===== src/rtl/seven_seg_pkg.sv =====
// Shared types, constants and the hex-to-segment table for the two-digit scan controller.
package seven_seg_pkg;

    localparam int unsigned NIB_W = 4;
    localparam int unsigned SEG_W = 7;

    typedef enum logic [2:0] {
        IDLE    = 3'd0,
        SHOW_LS = 3'd1,
        BLANK_A = 3'd2,
        SHOW_MS = 3'd3,
        BLANK_B = 3'd4
    } state_t;

    typedef struct packed {
        logic [NIB_W-1:0] ms;
        logic [NIB_W-1:0] ls;
    } digits_t;

    localparam logic [SEG_W-1:0] SEG_OFF_AL = 7'h7F;
    localparam logic [SEG_W-1:0] SEG_OFF_AH = 7'h00;

    // Active-high {g,f,e,d,c,b,a} pattern for 0-F (lower-case b and d).
    function automatic logic [SEG_W-1:0] seg_decode(input logic [NIB_W-1:0] nib);
        logic [SEG_W-1:0] pat;
        pat = 7'h00;
        case (nib)
            4'h0: pat = 7'h3F;
            4'h1: pat = 7'h06;
            4'h2: pat = 7'h5B;
            4'h3: pat = 7'h4F;
            4'h4: pat = 7'h66;
            4'h5: pat = 7'h6D;
            4'h6: pat = 7'h7D;
            4'h7: pat = 7'h07;
            4'h8: pat = 7'h7F;
            4'h9: pat = 7'h6F;
            4'hA: pat = 7'h77;
            4'hB: pat = 7'h7C;
            4'hC: pat = 7'h39;
            4'hD: pat = 7'h5E;
            4'hE: pat = 7'h79;
            4'hF: pat = 7'h71;
            default: pat = 7'h00;
        endcase
        return pat;
    endfunction

endpackage


===== src/rtl/seven_seg_decode.sv =====
// Combinational nibble to active-high segment pattern; polarity is applied by the caller.
module seven_seg_decode
    import seven_seg_pkg::*;
(
    input  logic [NIB_W-1:0] nibble,
    output logic [SEG_W-1:0] pattern_c
);

    always_comb begin
        pattern_c = seg_decode(nibble);
    end

endmodule


===== src/rtl/seven_seg_scan.sv =====
// Two-digit seven-segment scan controller: dwell/blank sequencing, frame-aligned
// value updates, hex decode and optional leading-zero blanking.
module seven_seg_scan
    import seven_seg_pkg::*;
#(
    parameter int unsigned DIGIT_CYCLES   = 12000,
    parameter int unsigned BLANK_CYCLES   = 120,
    parameter bit          SEG_ACTIVE_LOW = 1'b1
) (
    input  logic             clk,
    input  logic             rst,
    input  logic             enable,
    input  logic [NIB_W-1:0] nibble_ms,
    input  logic [NIB_W-1:0] nibble_ls,
    input  logic             load,
    input  logic             lz_blank,
    output logic [SEG_W-1:0] seg,
    output logic             dig_sel,
    output logic             frame_tick
);

    localparam int unsigned MAX_CYCLES = (DIGIT_CYCLES > BLANK_CYCLES) ? DIGIT_CYCLES : BLANK_CYCLES;
    localparam int unsigned CNT_W      = $clog2(MAX_CYCLES);
    localparam logic [CNT_W-1:0] DIGIT_LAST = CNT_W'(DIGIT_CYCLES - 1);
    localparam logic [CNT_W-1:0] BLANK_LAST = CNT_W'(BLANK_CYCLES - 1);
    localparam logic [SEG_W-1:0] SEG_OFF    = SEG_ACTIVE_LOW ? SEG_OFF_AL : SEG_OFF_AH;

    state_t           state_q, state_d;
    logic [CNT_W-1:0] cnt_q, cnt_d;
    digits_t          stage_q, stage_d;
    digits_t          shadow_q, shadow_d;
    logic             pending_q, pending_d;
    logic [SEG_W-1:0] seg_q, seg_d;
    logic             dig_sel_q, dig_sel_d;
    logic             frame_tick_q, frame_tick_d;

    digits_t          nibbles_in;
    logic [NIB_W-1:0] dec_nibble;
    logic [SEG_W-1:0] dec_pattern_c;
    logic [SEG_W-1:0] seg_on;

    assign nibbles_in = '{ms: nibble_ms, ls: nibble_ls};

    // Sequencing and dwell counter; enable low forces IDLE from any state.
    always_comb begin
        state_d      = state_q;
        cnt_d        = cnt_q;
        frame_tick_d = 1'b0;
        case (state_q)
            IDLE:    if (enable) state_d = SHOW_LS;
            SHOW_LS: if (cnt_q == DIGIT_LAST) state_d = BLANK_A;
            BLANK_A: if (cnt_q == BLANK_LAST) state_d = SHOW_MS;
            SHOW_MS: if (cnt_q == DIGIT_LAST) state_d = BLANK_B;
            BLANK_B: if (cnt_q == BLANK_LAST) state_d = SHOW_LS;
            default: state_d = IDLE;
        endcase
        if (!enable) begin
            state_d = IDLE;
        end
        if ((state_d != state_q) || (state_q == IDLE)) begin
            cnt_d = '0;
        end else begin
            cnt_d = cnt_q + CNT_W'(1);
        end
        frame_tick_d = (state_d == SHOW_LS) && (state_q != SHOW_LS);
    end

    // frame_tick_q marks the boundary cycle: pending values commit, a same-cycle load bypasses.
    always_comb begin
        stage_d   = stage_q;
        shadow_d  = shadow_q;
        pending_d = pending_q;
        if (frame_tick_q) begin
            if (load) begin
                stage_d  = nibbles_in;
                shadow_d = nibbles_in;
            end else if (pending_q) begin
                shadow_d = stage_q;
            end
            pending_d = 1'b0;
        end else if (load) begin
            stage_d   = nibbles_in;
            pending_d = 1'b1;
        end
    end

    // Decode from the next shadow so a boundary update is visible for the whole frame.
    assign dec_nibble = (state_q == SHOW_MS) ? shadow_d.ms : shadow_d.ls;

    seven_seg_decode u_decode (
        .nibble    (dec_nibble),
        .pattern_c (dec_pattern_c)
    );

    assign seg_on = SEG_ACTIVE_LOW ? ~dec_pattern_c : dec_pattern_c;

    // Segment/select outputs lag the state register by one cycle; dig_sel only moves with a lit digit.
    always_comb begin
        seg_d     = SEG_OFF;
        dig_sel_d = dig_sel_q;
        case (state_q)
            SHOW_LS: begin
                seg_d     = seg_on;
                dig_sel_d = 1'b0;
            end
            SHOW_MS: begin
                dig_sel_d = 1'b1;
                seg_d     = (lz_blank && (shadow_d.ms == '0)) ? SEG_OFF : seg_on;
            end
            default: begin
                seg_d     = SEG_OFF;
                dig_sel_d = dig_sel_q;
            end
        endcase
    end

    always_ff @(posedge clk) begin
        if (rst) begin
            state_q      <= IDLE;
            cnt_q        <= '0;
            stage_q      <= '0;
            shadow_q     <= '0;
            pending_q    <= 1'b0;
            seg_q        <= SEG_OFF;
            dig_sel_q    <= 1'b0;
            frame_tick_q <= 1'b0;
        end else begin
            state_q      <= state_d;
            cnt_q        <= cnt_d;
            stage_q      <= stage_d;
            shadow_q     <= shadow_d;
            pending_q    <= pending_d;
            seg_q        <= seg_d;
            dig_sel_q    <= dig_sel_d;
            frame_tick_q <= frame_tick_d;
        end
    end

    assign seg        = seg_q;
    assign dig_sel    = dig_sel_q;
    assign frame_tick = frame_tick_q;

endmodule


===== config.mk =====
export PLATFORM = sky130hd
export DESIGN_NAME = seven_seg_scan
export DESIGN_NICKNAME = d
export VERILOG_FILES = /design/src/rtl/seven_seg_pkg.sv /design/src/rtl/seven_seg_decode.sv /design/src/rtl/seven_seg_scan.sv
export SDC_FILE = /design/constraint.sdc
export NUM_CORES = 1
export LEC_CHECK = 0
export CAP_MARGIN = 20
export CORE_MARGIN = 3
export CORE_UTILIZATION = 55
export DETAILED_ROUTE_END_ITERATION = 8
export HOLD_SLACK_MARGIN = 0.06
export PLACE_DENSITY_LB_ADDON = 0.1
export REMOVE_ABC_BUFFERS = 1
export SYNTH_ARGS = -nofsm -noshare
export SYNTH_HDL_FRONTEND = slang
export SYNTH_HIERARCHICAL = 1
export SYNTH_SLANG_ARGS = --single-unit

===== constraint.sdc =====
create_clock -name clk -period 5.97 [get_ports clk]
set_input_delay 1.194 -clock clk [delete_from_list [all_inputs] [get_ports clk]]
set_output_delay 1.194 -clock clk [all_outputs]
set_load 0.02 [all_outputs]

==> results by group <==
Outcome
  • Status: finished, final reports clean

Hold path
  • Hold path depth: 2
  • Hold path endpoint: dig_sel$_SDFFE_PP0N_
  • Min-Delay Path Class: reg -> reg
  • Worst min-delay path startpoint: dig_sel$_SDFFE_PP0N_

Synthesis
  • Post-synth EDFFs: 0
  • Syn Inst Count: 248
  • Top-count cell post-synth: nor2_1
  • Synthesized cell area: 0.00216 mm²
  • Yosys top cell area share: 0.399
  • Post-synth ARST share: 0
  • Seq/Total Area, Yosys: 0.399
  • Mapped Avg Cell Area: 8.70 µm²
  • Synth cell count leaders: nor2_1, dfxtp_1, nand3_1, inv_1, mux2i_1
  • Distinct cells, synth: 44
  • Seq cells post-synth: 43
  • Most used DFF post-synth: dfxtp_1
  • Leading area contributor after synthesis: dfxtp_1
  • Yosys Warn Count: 6
  • Most area-consuming cells after synthesis: dfxtp_1, nor2_1, mux2i_1

Route
  • Via density: 5.56
  • DR vias: 1750
  • WL final: 3.98 mm
  • WL per Instance: 12.6 µm
  • Starting DRT DRC Count: 178
  • WL met3: 144 µm
  • Drc violations: 0
  • ANT nets after route: 0
  • M1 WL: 1.92 mm
  • Wire length on met2: 1.86 mm
  • First-pass iteration count of the detailed router: 4
  • Top Layer Used: met4

STA
  • Setup Viol. Count Final: 0
  • Slew Viols, Final: 0
  • Final hold violations: 0
  • Achievable clock frequency: 252 MHz
  • Setup tns final: 0 ns
  • RSZ-0062 raised after global routing: false
  • Max-slew headroom: 0.364
  • Min cycle time layout: 3.96 ns
  • Fin crit share: 0.664
  • Post-Route Skew: 0.00638 ns
  • Slew of the pin with the lowest slew margin: 0.927 ns

Pwr
  • Total chip power: 0.584 mW
  • P_leak: 0.917 nW
  • Maximum VDD drop: 143 µV
  • Power density cells: 235 mW/mm²

Layout
  • Non-Filler Instances: 315
  • Share of cells above drive strength 1: 0.0674
  • Final #Nets: 287
  • Area Overhead vs Synth: 14.8%
  • Fillers: 326
  • # diodes: 0

Critical path
  • Arrival time at the worst endpoint: 4.19 ns
  • Crit path required time: 6.20 ns
  • Worst reg2reg path depth: 8
  • Crit end category: register
  • Crit Path Class: in -> reg
  • FF-to-FF End: seg[3]$_SDFF_PP1_
  • Worst-path maximum fanout: 18
  • Reg2Reg Launch Point: frame_tick$_SDFF_PP0_
  • Worst setup SP type: primary input
  • Worst R2R Setup Slack: 3.29 ns

Placement
  • Quantity of I/O buffers inserted on ports: 21
  • Placed Cells: 307
  • GP Congestion: 0.847
  • Dpl hpwl: 2.79 mm

Floorplan
  • I/O pin cnt: 22
  • FP Rows: 22
  • Total die area: 0.00471 mm²
  • Die X: 68.6 µm
  • Initial core utilization: 0.581
  • Height of the die: 68.6 µm
  • Core footprint: 0.00372 mm²

Clock tree
  • Clock input transition at the sequential cells of the worst setup and hold paths: 0.08 ns
  • CTS Sinks: 43
  • Worst skew pair latency: 0.29 ns
  • CTS tree: built
  • CTS Buf Count: 5
  • Cts repair resizes: 0
  • CTS root buf: clkbuf_8
  • Max clock buf depth: 2
  • Hold buffer count at cts: 0
  • Htree depth: 2
  • Post-CTS setup buffers: 0

Global route
  • Initial antenna violation count: 0
  • Total gr overflow: 0
  • Largest net degree at the start of global routing: 24
  • Overall routing resource usage: 0.186
  • Vias in the first global route: 1557
  • Global-route wire length before repair: 6.71 mm

Flow run
  • # Max-Cap Violations: 0
-- worst max-delay path, cell delays in order --
cell	delay [ns]
clkdlybuf4s50_1	0.78
nand2_1	0.44
o22a_1	0.19
o21ai_0	0.13
mux2i_1	0.36
inv_1	0.17
ha_1	0.35
mux4_1	0.49
nand3_1	0.07
-- stage by stage --
stage | util | cell area [µm²] | worst slack (ns) | hold WS (ns)
after floorplan | - | 2100 | 2.94 | 0.430
after global placement | 0.640 | 2380 | 1.78 | 0.448
after global routing | 0.667 | 2480 | 1.76 | 0.491
after CTS | 0.667 | 2480 | 2.02 | 0.461
after detailed placement | 0.640 | 2380 | 1.73 | 0.450
final | 0.667 | 2480 | 2.01 | 0.456
-- cell usage in the layout (no fill, tap or decap), types with 2 or more instances in the layout --
cell | netlist | final
a21oi_1 | 11 | 11
a31oi_1 | 4 | 4
and3_1 | 2 | 2
clkbuf_8 | 0 | 7
clkdlybuf4s50_1 | 0 | 21
dfxtp_1 | 43 | 43
ha_1 | 8 | 8
inv_1 | 13 | 13
mux2_2 | 4 | 4
mux2i_1 | 13 | 13
nand2_1 | 8 | 8
nand2b_1 | 6 | 6
nand3_1 | 15 | 15
nand4_1 | 5 | 5
nor2_1 | 45 | 45
nor2b_1 | 2 | 2
nor3_1 | 7 | 7
nor4_1 | 2 | 2
o21ai_0 | 6 | 6
o221ai_1 | 3 | 3
o22a_1 | 5 | 5
o22ai_1 | 3 | 3
or4_1 | 2 | 2
xnor2_1 | 9 | 9
xor2_1 | 4 | 4
-- logic make-up after synthesis --
logic type / synth area share
compound gates: 0.128
xor+xnor: 0.0528
fa+ha+maj: 0.0464
buf+inv: 0.0493
flops: 0.399
mux: 0.0933
simple gates: 0.232
-- layout make-up --
class                   instances  area, µm²  share of cell area
multi-input cells             181       1190               0.481
flip-flops and latches         43        861               0.347
repair buffers                 22        218              0.0878
clock buffers                   8        100              0.0404
well taps                      48       60.1              0.0242
inverters                      13       48.8              0.0197
-- layer usage --
| layer | GRT usage | vias up |
|---|---|---|
| met3 | 0.0389 | 7 |
| met5 | 0 | - |
| met2 | 0.310 | 31 |
| li1 | - | 905 |
| met1 | 0.236 | 807 |
| met4 | 0.0670 | 0 |
-- state kept, by name (all words and copies together), names as in the netlist --
signal,cells
state_q,3
pending_q,1
shadow_q,8
dig_sel,1
frame_tick,1
stage_q,8
cnt_q,14
seg,7
-- report_power, final --
part | internal (mW) | leakage (nW) | switching, mW
Sequential | 0.296 | 0.350 | 0.00850
Combinational | 0.0407 | 0.515 | 0.0398
Clock | 0.106 | 0.0515 | 0.0927
-- how the worst max path moves through the flow --
stage	start	end	slack, ns
after floorplan	load	seg[3]$_SDFF_PP1_	2.94
after global placement	load	seg[3]$_SDFF_PP1_	1.78
after detailed placement	load	seg[3]$_SDFF_PP1_	1.73
after CTS	load	seg[3]$_SDFF_PP1_	2.02
after global routing	load	seg[3]$_SDFF_PP1_	1.76
final	load	seg[3]$_SDFF_PP1_	2.01
(Power assumes the default switching activity.)
